$ cat src/rtl/vga_capture_module_pkg.sv
// Shared types and default VGA timing for the capture path.
// The generator uses the same timing defaults.
package vga_capture_module_pkg;

  localparam int unsigned DEF_D_WIDTH  = 8;
  localparam int unsigned DEF_P_WIDTH  = 10;
  localparam int unsigned DEF_H_ACTIVE = 640;
  localparam int unsigned DEF_H_BP     = 48;
  localparam int unsigned DEF_H_TOTAL  = 800;
  localparam int unsigned DEF_V_ACTIVE = 480;
  localparam int unsigned DEF_V_BP     = 33;
  localparam int unsigned DEF_A_WIDTH  = 19;

  typedef enum logic [1:0] {
    ST_IDLE,
    ST_ARMED,
    ST_CAPTURE
  } cap_state_t;

endpackage

$ cat src/rtl/vga_sync_edge_module.sv
// Input stage: registers the VGA stream once, normalises sync polarity
// so that 1 = asserted, and flags sync edges on the registered copies.
module vga_sync_edge_module
  import vga_capture_module_pkg::*;
#(
  parameter int unsigned D_WIDTH  = DEF_D_WIDTH,
  parameter bit          SYNC_POL = 1'b0
) (
  input  logic                 clk,
  input  logic                 reset,
  input  logic [D_WIDTH-1:0]   vga_r,
  input  logic [D_WIDTH-1:0]   vga_g,
  input  logic [D_WIDTH-1:0]   vga_b,
  input  logic                 vga_hs,
  input  logic                 vga_vs,
  output logic [3*D_WIDTH-1:0] pix,
  output logic                 hs_end_c,
  output logic                 vs_start_c,
  output logic                 vs_end_c
);

  logic hs_q;
  logic vs_q;
  logic hs_d;
  logic vs_d;

  always_ff @(posedge clk) begin
    if (reset) begin
      pix  <= '0;
      hs_q <= 1'b0;
      vs_q <= 1'b0;
      hs_d <= 1'b0;
      vs_d <= 1'b0;
    end else begin
      pix  <= {vga_r, vga_g, vga_b};
      hs_q <= (vga_hs == SYNC_POL);
      vs_q <= (vga_vs == SYNC_POL);
      hs_d <= hs_q;
      vs_d <= vs_q;
    end
  end

  // Edges line up with the pixel currently held in pix.
  assign hs_end_c   = hs_d & ~hs_q;
  assign vs_start_c = ~vs_d & vs_q;
  assign vs_end_c   = vs_d & ~vs_q;

endmodule

$ cat src/rtl/vga_capture_module.sv
// Captures one active VGA frame into a BRAM write port on request,
// recovering pixel coordinates from sync edges and checking line length.
module vga_capture_module
  import vga_capture_module_pkg::*;
#(
  parameter int unsigned D_WIDTH  = DEF_D_WIDTH,
  parameter int unsigned P_WIDTH  = DEF_P_WIDTH,
  parameter int unsigned H_ACTIVE = DEF_H_ACTIVE,
  parameter int unsigned H_BP     = DEF_H_BP,
  parameter int unsigned H_TOTAL  = DEF_H_TOTAL,
  parameter int unsigned V_ACTIVE = DEF_V_ACTIVE,
  parameter int unsigned V_BP     = DEF_V_BP,
  parameter bit          SYNC_POL = 1'b0,
  parameter int unsigned A_WIDTH  = DEF_A_WIDTH
) (
  input  logic                 CLOCK_50,
  input  logic                 RESET,
  input  logic [D_WIDTH-1:0]   VGA_R,
  input  logic [D_WIDTH-1:0]   VGA_G,
  input  logic [D_WIDTH-1:0]   VGA_B,
  input  logic                 VGA_HS,
  input  logic                 VGA_VS,
  input  logic                 ARM,
  output logic [A_WIDTH-1:0]   BRAM_ADDR,
  output logic [3*D_WIDTH-1:0] BRAM_DIN,
  output logic                 BRAM_WE,
  output logic                 BUSY,
  output logic                 FRAME_DONE,
  output logic                 LINE_ERR,
  output logic                 FRAME_ERR
);

  localparam int unsigned C_WIDTH = P_WIDTH + 1;
  localparam int unsigned N_PIX   = H_ACTIVE * V_ACTIVE;
  localparam logic [C_WIDTH-1:0] C_MAX = '1;

  logic [3*D_WIDTH-1:0] pix;
  logic                 hs_end_c;
  logic                 vs_start_c;
  logic                 vs_end_c;

  vga_sync_edge_module #(
    .D_WIDTH  (D_WIDTH),
    .SYNC_POL (SYNC_POL)
  ) u_sync_edge (
    .clk        (CLOCK_50),
    .reset      (RESET),
    .vga_r      (VGA_R),
    .vga_g      (VGA_G),
    .vga_b      (VGA_B),
    .vga_hs     (VGA_HS),
    .vga_vs     (VGA_VS),
    .pix        (pix),
    .hs_end_c   (hs_end_c),
    .vs_start_c (vs_start_c),
    .vs_end_c   (vs_end_c)
  );

  cap_state_t           state;
  logic [C_WIDTH-1:0]   hcnt_q;
  logic [C_WIDTH-1:0]   vcnt_q;
  logic [C_WIDTH-1:0]   hcnt_c;
  logic [C_WIDTH-1:0]   vcnt_c;
  logic                 have_ref;
  logic                 last_wr;
  logic [A_WIDTH-1:0]   next_addr;
  logic [A_WIDTH-1:0]   addr_q;
  logic [3*D_WIDTH-1:0] din_q;
  logic                 we_q;
  logic                 busy_q;
  logic                 done_q;
  logic                 line_err_q;
  logic                 frame_err_q;
  logic                 pix_active_c;
  logic                 line_bad_c;
  logic                 last_pix_c;

  // Coordinates of the pixel currently held in the input stage; saturating.
  always_comb begin
    hcnt_c = hcnt_q;
    vcnt_c = vcnt_q;
    if (hs_end_c) begin
      hcnt_c = '0;
    end else if (hcnt_q != C_MAX) begin
      hcnt_c = hcnt_q + C_WIDTH'(1);
    end
    if (vs_end_c) begin
      vcnt_c = '0;
    end else if (hs_end_c && (vcnt_q != C_MAX)) begin
      vcnt_c = vcnt_q + C_WIDTH'(1);
    end
  end

  always_comb begin
    pix_active_c = (hcnt_c >= C_WIDTH'(H_BP)) &&
                   (hcnt_c <  C_WIDTH'(H_BP + H_ACTIVE)) &&
                   (vcnt_c >= C_WIDTH'(V_BP)) &&
                   (vcnt_c <  C_WIDTH'(V_BP + V_ACTIVE));
    // hcnt_q holds the index of the last clock of the line just ended.
    line_bad_c   = hs_end_c && have_ref && (hcnt_q != C_WIDTH'(H_TOTAL - 1));
    last_pix_c   = (next_addr == A_WIDTH'(N_PIX - 1));
  end

  always_ff @(posedge CLOCK_50) begin
    if (RESET) begin
      state       <= ST_IDLE;
      hcnt_q      <= '0;
      vcnt_q      <= '0;
      have_ref    <= 1'b0;
      last_wr     <= 1'b0;
      next_addr   <= '0;
      addr_q      <= '0;
      din_q       <= '0;
      we_q        <= 1'b0;
      busy_q      <= 1'b0;
      done_q      <= 1'b0;
      line_err_q  <= 1'b0;
      frame_err_q <= 1'b0;
    end else begin
      hcnt_q <= hcnt_c;
      vcnt_q <= vcnt_c;
      we_q   <= 1'b0;
      done_q <= 1'b0;
      if (hs_end_c) begin
        have_ref <= 1'b1;
      end
      if (line_bad_c) begin
        line_err_q <= 1'b1;
      end

      case (state)
        ST_IDLE: begin
          if (ARM) begin
            state       <= ST_ARMED;
            busy_q      <= 1'b1;
            line_err_q  <= 1'b0;
            frame_err_q <= 1'b0;
            have_ref    <= 1'b0;
          end
        end

        ST_ARMED: begin
          if (vs_end_c) begin
            state     <= ST_CAPTURE;
            addr_q    <= '0;
            next_addr <= '0;
            last_wr   <= 1'b0;
          end
        end

        ST_CAPTURE: begin
          if (last_wr) begin
            state   <= ST_IDLE;
            busy_q  <= 1'b0;
            done_q  <= 1'b1;
            last_wr <= 1'b0;
          end else if (line_bad_c || vs_start_c) begin
            // Partial frame is dropped; wait for the next frame start.
            state <= ST_ARMED;
            if (vs_start_c) begin
              frame_err_q <= 1'b1;
            end
          end else if (pix_active_c) begin
            we_q      <= 1'b1;
            din_q     <= pix;
            addr_q    <= next_addr;
            next_addr <= next_addr + A_WIDTH'(1);
            last_wr   <= last_pix_c;
          end
        end

        default: begin
          state  <= ST_IDLE;
          busy_q <= 1'b0;
        end
      endcase
    end
  end

  assign BRAM_ADDR  = addr_q;
  assign BRAM_DIN   = din_q;
  assign BRAM_WE    = we_q;
  assign BUSY       = busy_q;
  assign FRAME_DONE = done_q;
  assign LINE_ERR   = line_err_q;
  assign FRAME_ERR  = frame_err_q;

endmodule

$ cat config.mk
export PLATFORM = sky130hd
export DESIGN_NAME = vga_capture_module
export DESIGN_NICKNAME = d
export VERILOG_FILES = /design/src/rtl/vga_capture_module_pkg.sv /design/src/rtl/vga_sync_edge_module.sv /design/src/rtl/vga_capture_module.sv
export SDC_FILE = /design/constraint.sdc
export NUM_CORES = 1
export LEC_CHECK = 0
export BUFFER_PORTS_ARGS = -buffer_cell sky130_fd_sc_hd__buf_4
export CORE_MARGIN = 5
export CORE_UTILIZATION = 55
export DETAILED_ROUTE_END_ITERATION = 12
export PLACE_DENSITY = 0.86
export SYNTH_ARGS = -nofsm -noshare
export SYNTH_HDL_FRONTEND = slang
export SYNTH_HIERARCHICAL = 1
export SYNTH_SLANG_ARGS = --single-unit
$ cat constraint.sdc
create_clock -name CLOCK_50 -period 3.3 [get_ports CLOCK_50]
set_clock_uncertainty 0.1 [all_clocks]
set_input_delay 0.825 -clock CLOCK_50 [delete_from_list [all_inputs] [get_ports CLOCK_50]]
set_output_delay 0.825 -clock CLOCK_50 [all_outputs]
set_load 0.02 [all_outputs]
==> Yosys cells after proc, flatten, opt, wreduce, memory -nomap -nowiden <==
Cells that the tools add are included.
{ "classes": {"eq_ne": 15, "n_reduce_logical": 18, "n_bitwise": 12, "magnitude_cmp": 4, "div_mod_pow": 0, "shifts": 0, "n_mul": 0, "add_sub_neg": 3, "mux": 39} }
{ "op_table": {"columns": ["op", "count"], "rows": [
  ["$mux W19", 7],
  ["$pmux W19 S2", 2],
  ["$mux W11", 4],
  ["$add A11 B1 Y11 const B", 2],
  ["$ge A11 B6 Y1 const B", 2],
  ["$lt A11 B10 Y1 const B", 2],
  ["$ne A11 B11 Y1 const B", 2],
  ["$add A19 B1 Y19 const B", 1],
  ["$eq A19 B19 Y1 const B", 1],
  ["$mux W1", 18],
  ["$ne A2 B2 Y1 const B", 7],
  ["$ne A11 B10 Y1 const B", 1],
  ["$reduce_and A5 Y1", 2],
  ["$not A1 Y1", 9],
  ["$mux W2", 4],
  ["$logic_and A1 B1 Y1", 6],
  ["$pmux W2 S3", 1],
  ["$reduce_and A3 Y1", 2],
  ["$pmux W1 S2", 2],
  ["$reduce_and A4 Y1", 1],
  ["$reduce_bool A2 Y1", 2],
  ["$reduce_or A4 Y1", 1],
  ["$and A1 B1 Y1", 3],
  ["$ne A3 B3 Y1 const B", 1],
  ["other kinds (8)", 8]
]} }
{ "totals": {"elab_cells": 109, "output_inout_bits": 48, "ramBits": 0, "mem_bits_ro": 0, "memories": 0, "regBits": 121, "latchBits": 0, "input_bits": 29} }

==> Logic depth before layout (Yosys ltp) <==
{ "logic_depth": {"depth_word": 12, "mapped_depth": 13, "mapped_depth_nobuf": 9} }

==> Modules after synthesis <==
The synthesis kept the hierarchy.
{ "by_module_without_submodules": {"columns": ["module", "cells_each", "area_each_um2", "n_inst", "seq_area_each_um2"], "rows": [
  ["vga_capture_module", 535, 4464.3, 1, 1861.8],
  ["vga_sync_edge_module", 61, 792.0, 1, 560.5]
]} }

==> Worst setup path before layout <==
No wires, ideal clock.
{ "synth_timing": {"kind": "flip-flop to flip-flop", "startpoint": "register hcnt_q[0]", "endpoint": "register next_addr[15]", "required_time_ns": 3.109, "slack_ns": 0.310, "arrival_time_ns": 2.799, "setup_time_ns": 0.091, "period_less_slack_ns": 2.990, "path_stages_with_launch": 12, "n_path_buf": 2, "cell_sequence": "dfxtp_1 > ha_1 > and4_1 > buf_6 > nand3_1 > and3_1 > o31ai_1 > mux2_2 > a41oi_2 > clkbuf_1 > a31oi_1 > a311oi_1"} }
{ "synth_between": {"elab_chain_cells": 9, "word_cells_on_any_way": 15, "classes_between": "add/sub: 1; order compare: 2; eq/ne: 4; mux: 2; reduce/logical: 6"} }
{ "synth_rtl": {"columns": ["element", "line_no", "text"], "rows": [
  ["start: declaration", "vga_capture_module.sv:60", "logic [C_WIDTH-1:0] hcnt_q;"],
  ["start signal: assignment", "vga_capture_module.sv:120", "hcnt_q <= hcnt_c;"],
  ["$add A11 B1 Y11 or $ne A11 B11 Y1 (tied branches)", "vga_capture_module.sv:85, vga_capture_module.sv:84", null],
  ["$mux W11", "vga_capture_module.sv:84", "end else if (hcnt_q != C_MAX) begin"],
  ["$mux W11", "vga_capture_module.sv:82", "if (hs_end_c) begin"],
  ["$ge A11 B6 Y1 or $lt A11 B10 Y1 (tied branches)", "vga_capture_module.sv:95, vga_capture_module.sv:96", null],
  ["$logic_and A1 B1 Y1", "vga_capture_module.sv:95", "pix_active_c = (hcnt_c >= C_WIDTH'(H_BP)) &&"],
  ["$logic_and A1 B1 Y1", "vga_capture_module.sv:96", "(hcnt_c < C_WIDTH'(H_BP + H_ACTIVE)) &&"],
  ["$logic_and A1 B1 Y1", "vga_capture_module.sv:97", "(vcnt_c >= C_WIDTH'(V_BP)) &&"],
  ["$ne A2 B2 Y1 (no source line)", null, null],
  ["$reduce_and A5 Y1 (no source line) (*)", null, null],
  ["end signal: assignment", "vga_capture_module.sv:167", "next_addr <= next_addr + A_WIDTH'(1);"],
  ["end: declaration", "vga_capture_module.sv:66", "logic [A_WIDTH-1:0] next_addr;"]
]} }
Mark *: on every way between the ends. The rest lies on a longest branch, timed or not.
A chain may end at the register's enable or synchronous reset.

==> Worst setup path in the final report <==
{ "layout_timing": {"startpoint": "register vcnt_q[0]", "endpoint": "register addr_q[14] (netlist: BRAM_ADDR[14])"} }
{ "layout_between": {"elab_chain_cells": 9, "word_cells_on_any_way": 11, "classes_between": "add/sub: 1; order compare: 2; eq/ne: 2; mux: 2; reduce/logical: 4"} }
{ "layout_rtl": {"columns": ["element", "line_no", "text"], "rows": [
  ["start: declaration", "vga_capture_module.sv:61", "logic [C_WIDTH-1:0] vcnt_q;"],
  ["start signal: assignment", "vga_capture_module.sv:121", "vcnt_q <= vcnt_c;"],
  ["branches (longest 2 deep; another with $add A11 B1 Y11)", null, null],
  ["$mux W11 (*)", "vga_capture_module.sv:89", "end else if (hs_end_c && (vcnt_q != C_MAX)) begin"],
  ["$mux W11 (*)", "vga_capture_module.sv:87", "if (vs_end_c) begin"],
  ["$ge A11 B6 Y1", "vga_capture_module.sv:97", null],
  ["$logic_and A1 B1 Y1", "vga_capture_module.sv:96", null],
  ["$logic_and A1 B1 Y1 (*)", "vga_capture_module.sv:97", null],
  ["$ne A2 B2 Y1 (no source line) (*)", null, null],
  ["$reduce_and A5 Y1 (no source line) (*)", null, null],
  ["end signal: assignment", "vga_capture_module.sv:166", "addr_q <= next_addr;"],
  ["end: declaration", "vga_capture_module.sv:67", "logic [A_WIDTH-1:0] addr_q;"]
]} }
Mark *: on every way between the ends.

==> flow_summary.yaml <==
setup_path:
  required_ns: 3.65
  cp_max_fo: 30
  crit_type: "reg2reg"
  start_kind: "register"
  critPathArrivalTime_ns: 3.52
  end_kind: "register"
  reg2reg_slack_ns: 0.13
detailed_routing:
  dr.pass1.iters: 6
  ant_nets: 0
  drc: 0
  drt_wl_total_um: 14510
  routedWlPerCell_um: 17.93
  drt-initial-drc-count: 530
  vias: 5096
  vias_per_cell: 6.299
placed_design:
  detailed_place_hpwl_um: 8407
  placed_area_um2: 5964
  port_buffers: 76
  place_ws_ns: 0.001572
  place_congestion: 0.9049
sta:
  setup_viol: 0
  hold_viol_final: 0
  period_needed_ns: 3.166
  worst_pin_slew_ns: 0.6209
  finalCritPeriodShare: 0.9594
  drv_slew: 0
  max_freq_ghz: 0.3159
  finalWorstSetupSlack_ns: 0.1340
  slew_headroom: 0.5861
floorplanning:
  die_y_um: 107.8
  die_area_um2: 11610
  pin_count: 77
  start_util: 0.5662
  num_rows: 35
  dieWidth_um: 107.8
  core_um2: 9284
logic_synthesis:
  synth_edf_count: 0
  async_flop_share: 0
  yosysSeqAreaShare: 0.4608
  ys_top_cells_by_area: "dfxtp_1 46%, a21oi_1 6.1%, nand3_1 3.5%"
  ys_ff_latch: 121
  synth.distinct_cells: 59
  synth_cells: 596
  syn_nets: 628
  synth_top_area_share: 0.4608
  syn_area_um2: 5256
  avgSynthCellArea_um2: 8.819
  synth-main-ff-cell: "dfxtp_1"
  yosysWarningCount: 6
  synth_top_area_cell: "dfxtp_1"
global_routing:
  grt_pass1_vias: 4655
  grt_antenna_before_repair: 0
  grt_pass1_wl_um: 22260
  grt_max_degree: 67
  grt_usage: 0.2343
  grt-ovfl-total: 0
final_layout:
  diodes: 0
  layout.nets: 699
  synthToLayoutAreaGrowth_pct: 26.73
  drive_above_1_share: 0.2456
  final_area_um2: 6661
clock_tree:
  cts_max_path_buffers: 2
  cts_buffers: 17
  clock_latency_ns: 0.52
  holdBufCountCts: 0
  clk_pin_slew_worst_paths_ns: 0.06
  htree_levels: 4
  clock-sinks: 121
  cts_tree: "done"
  clk_root_buffer_cell: "clkbuf_8"
flow_run:
  max_cap_viol_count: 0
pwr:
  peakVddDrop_uv: 371.6
  p_leak_nw: 2.531
  power_density_nw_per_um2: 504.3
status:
  outcome: "finished, final reports clean"
worst_hold_path:
  holdCritPathClass: "reg2reg"
==> cells in the final DEF, fill, tap and decap left out, drive strengths merged, types with 3 or more instances in the layout <==
| cell type | count |
|---|---|
| and3 | 18 |
| clkinv | 4 |
| o21ai | 27 |
| ha | 3 |
| and4 | 3 |
| clkbuf | 20 |
| or3 | 3 |
| a311oi | 18 |
| nand4 | 27 |
| a41oi | 3 |
| a2bb2oi | 7 |
| and2b | 8 |
| nand2 | 22 |
| and2 | 3 |
| buf | 103 |
| mux2i | 3 |
| o211ai | 21 |
| nor2 | 43 |
| nand3 | 37 |
| a21oi | 64 |
| xor2 | 6 |
| nor3 | 9 |
| nor4 | 4 |
| a31oi | 23 |
| dfxtp | 121 |
| clkinvlp | 5 |
| or2 | 4 |
| o21a | 3 |
| xnor2 | 6 |
| nor2b | 21 |
| inv | 10 |
==> critical path: stages (launching register included) <==
cell and delay (ns):
dfxtp_1 0.41, ha_2 0.26, and4_2 0.31, a41o_1 0.20, a221oi_1 0.10, nor4_2 0.30
o21ai_0 0.23, buf_4 0.20, a211oi_4 0.28, buf_4 0.19, buf_8 0.22, nand4_1 0.13
a21oi_1 0.15
==> synth_stat cells (all sizes together) (2+ instances only) <==
master / count
a311oi: 18
nor4: 4
and3: 18
o21a: 3
nand2b: 2
xor2: 6
a211oi: 2
inv: 5
a31oi: 23
o211ai: 21
xnor2: 6
nand3: 37
or2: 4
nor3: 9
o31ai: 2
and2: 3
nor2: 43
a2bb2oi: 7
ha: 3
a22oi: 2
a21oi: 64
nand2: 22
or3: 3
clkbuf: 38
mux2i: 3
a41o: 2
and4: 3
buf: 16
a41oi: 3
o21ai: 27
nand4: 27
and3b: 2
and2b: 8
dfxtp: 121
nor2b: 21
or4: 2
a211o: 2
==> final timing paths <==
check,startpoint,to,depth (start not counted)
worst max-delay path,vcnt_q[0],BRAM_ADDR[14],12
worst min-delay path,u_sync_edge/pix[23],BRAM_DIN[23],2
worst max register to register,vcnt_q[0],BRAM_ADDR[14],12
worst min register to register,u_sync_edge/pix[23],BRAM_DIN[23],2
==> stage by stage <==
stage	cells	power, mW	setup TNS [ns]	hold slack, ns	utilization
3_5_place_dp	770	1.650	0	0.3418	0.6425
5_1_grt	809	3.460	-0.6077	0.3475	0.7175
2_1_floorplan	596	1.603	0	0.3280	-
4_1_cts	802	3.364	0	0.3387	0.7028
6_report	809	3.359	0	0.3489	0.7175
3_3_place_gp	770	1.645	0	0.3320	0.6425
==> sequential cells by signal, indices dropped and copies added, names as in the netlist, 2 cells and up <==
name	cells
BRAM_ADDR	19
BRAM_DIN	24
hcnt_q	11
next_addr	19
state	2
u_sync_edge/pix	24
vcnt_q	11
==> final cells by class <==
type | instances | area (µm²)
Inverter | 5 | 18.77
Timing Repair Buffer | 106 | 884.6
Sequential cell | 121 | 2422
Clock buffer | 17 | 414.1
Tap cell | 129 | 161.4
Clock inverter | 15 | 142.6
Multi-Input combinational cell | 416 | 2618
Fill cell | 671 | 2623
==> report_power, final <==
group          switching [mW]  leakage, nW  internal [mW]
Clock                   0.722        0.258           1.01
Combinational          0.0692         1.29         0.0577
Sequential             0.0146        0.983           1.49
==> per-layer routing <==
metal,vias to the layer above,global-route usage,part of all wire,routed length [µm]
met5,-,0,0,0
met4,0,0.08206,0.018,258
met3,42,0.07139,0.098,1415
met2,306,0.3690,0.48,6996
met1,2387,0.3041,0.40,5836
li1,2361,-,-,-
==> cells by family (layout without fill, tap and decap cells) <==
logic type | after synthesis | count (layout) | synth area share
buffers and inverters | 59 | 143 | 0.05023
and+or+nand+nor | 212 | 212 | 0.2221
AOI/OAI and AO/OA | 185 | 185 | 0.2319
xor gates and xnor gates | 12 | 12 | 0.02000
adders and majority gates | 3 | 3 | 0.007142
muxes | 4 | 4 | 0.007855
DFF | 121 | 121 | 0.4608
==> repair_timing <==
item | 4_1_cts | 5_1_grt
gates resized for setup | 2 | 13
setup endpoints to repair | 6 | 64
pin swaps | 0 | 1
gates cloned | 0 | 4
buffers inserted | 0 | 3
Power figures use the tool's default switching activity.
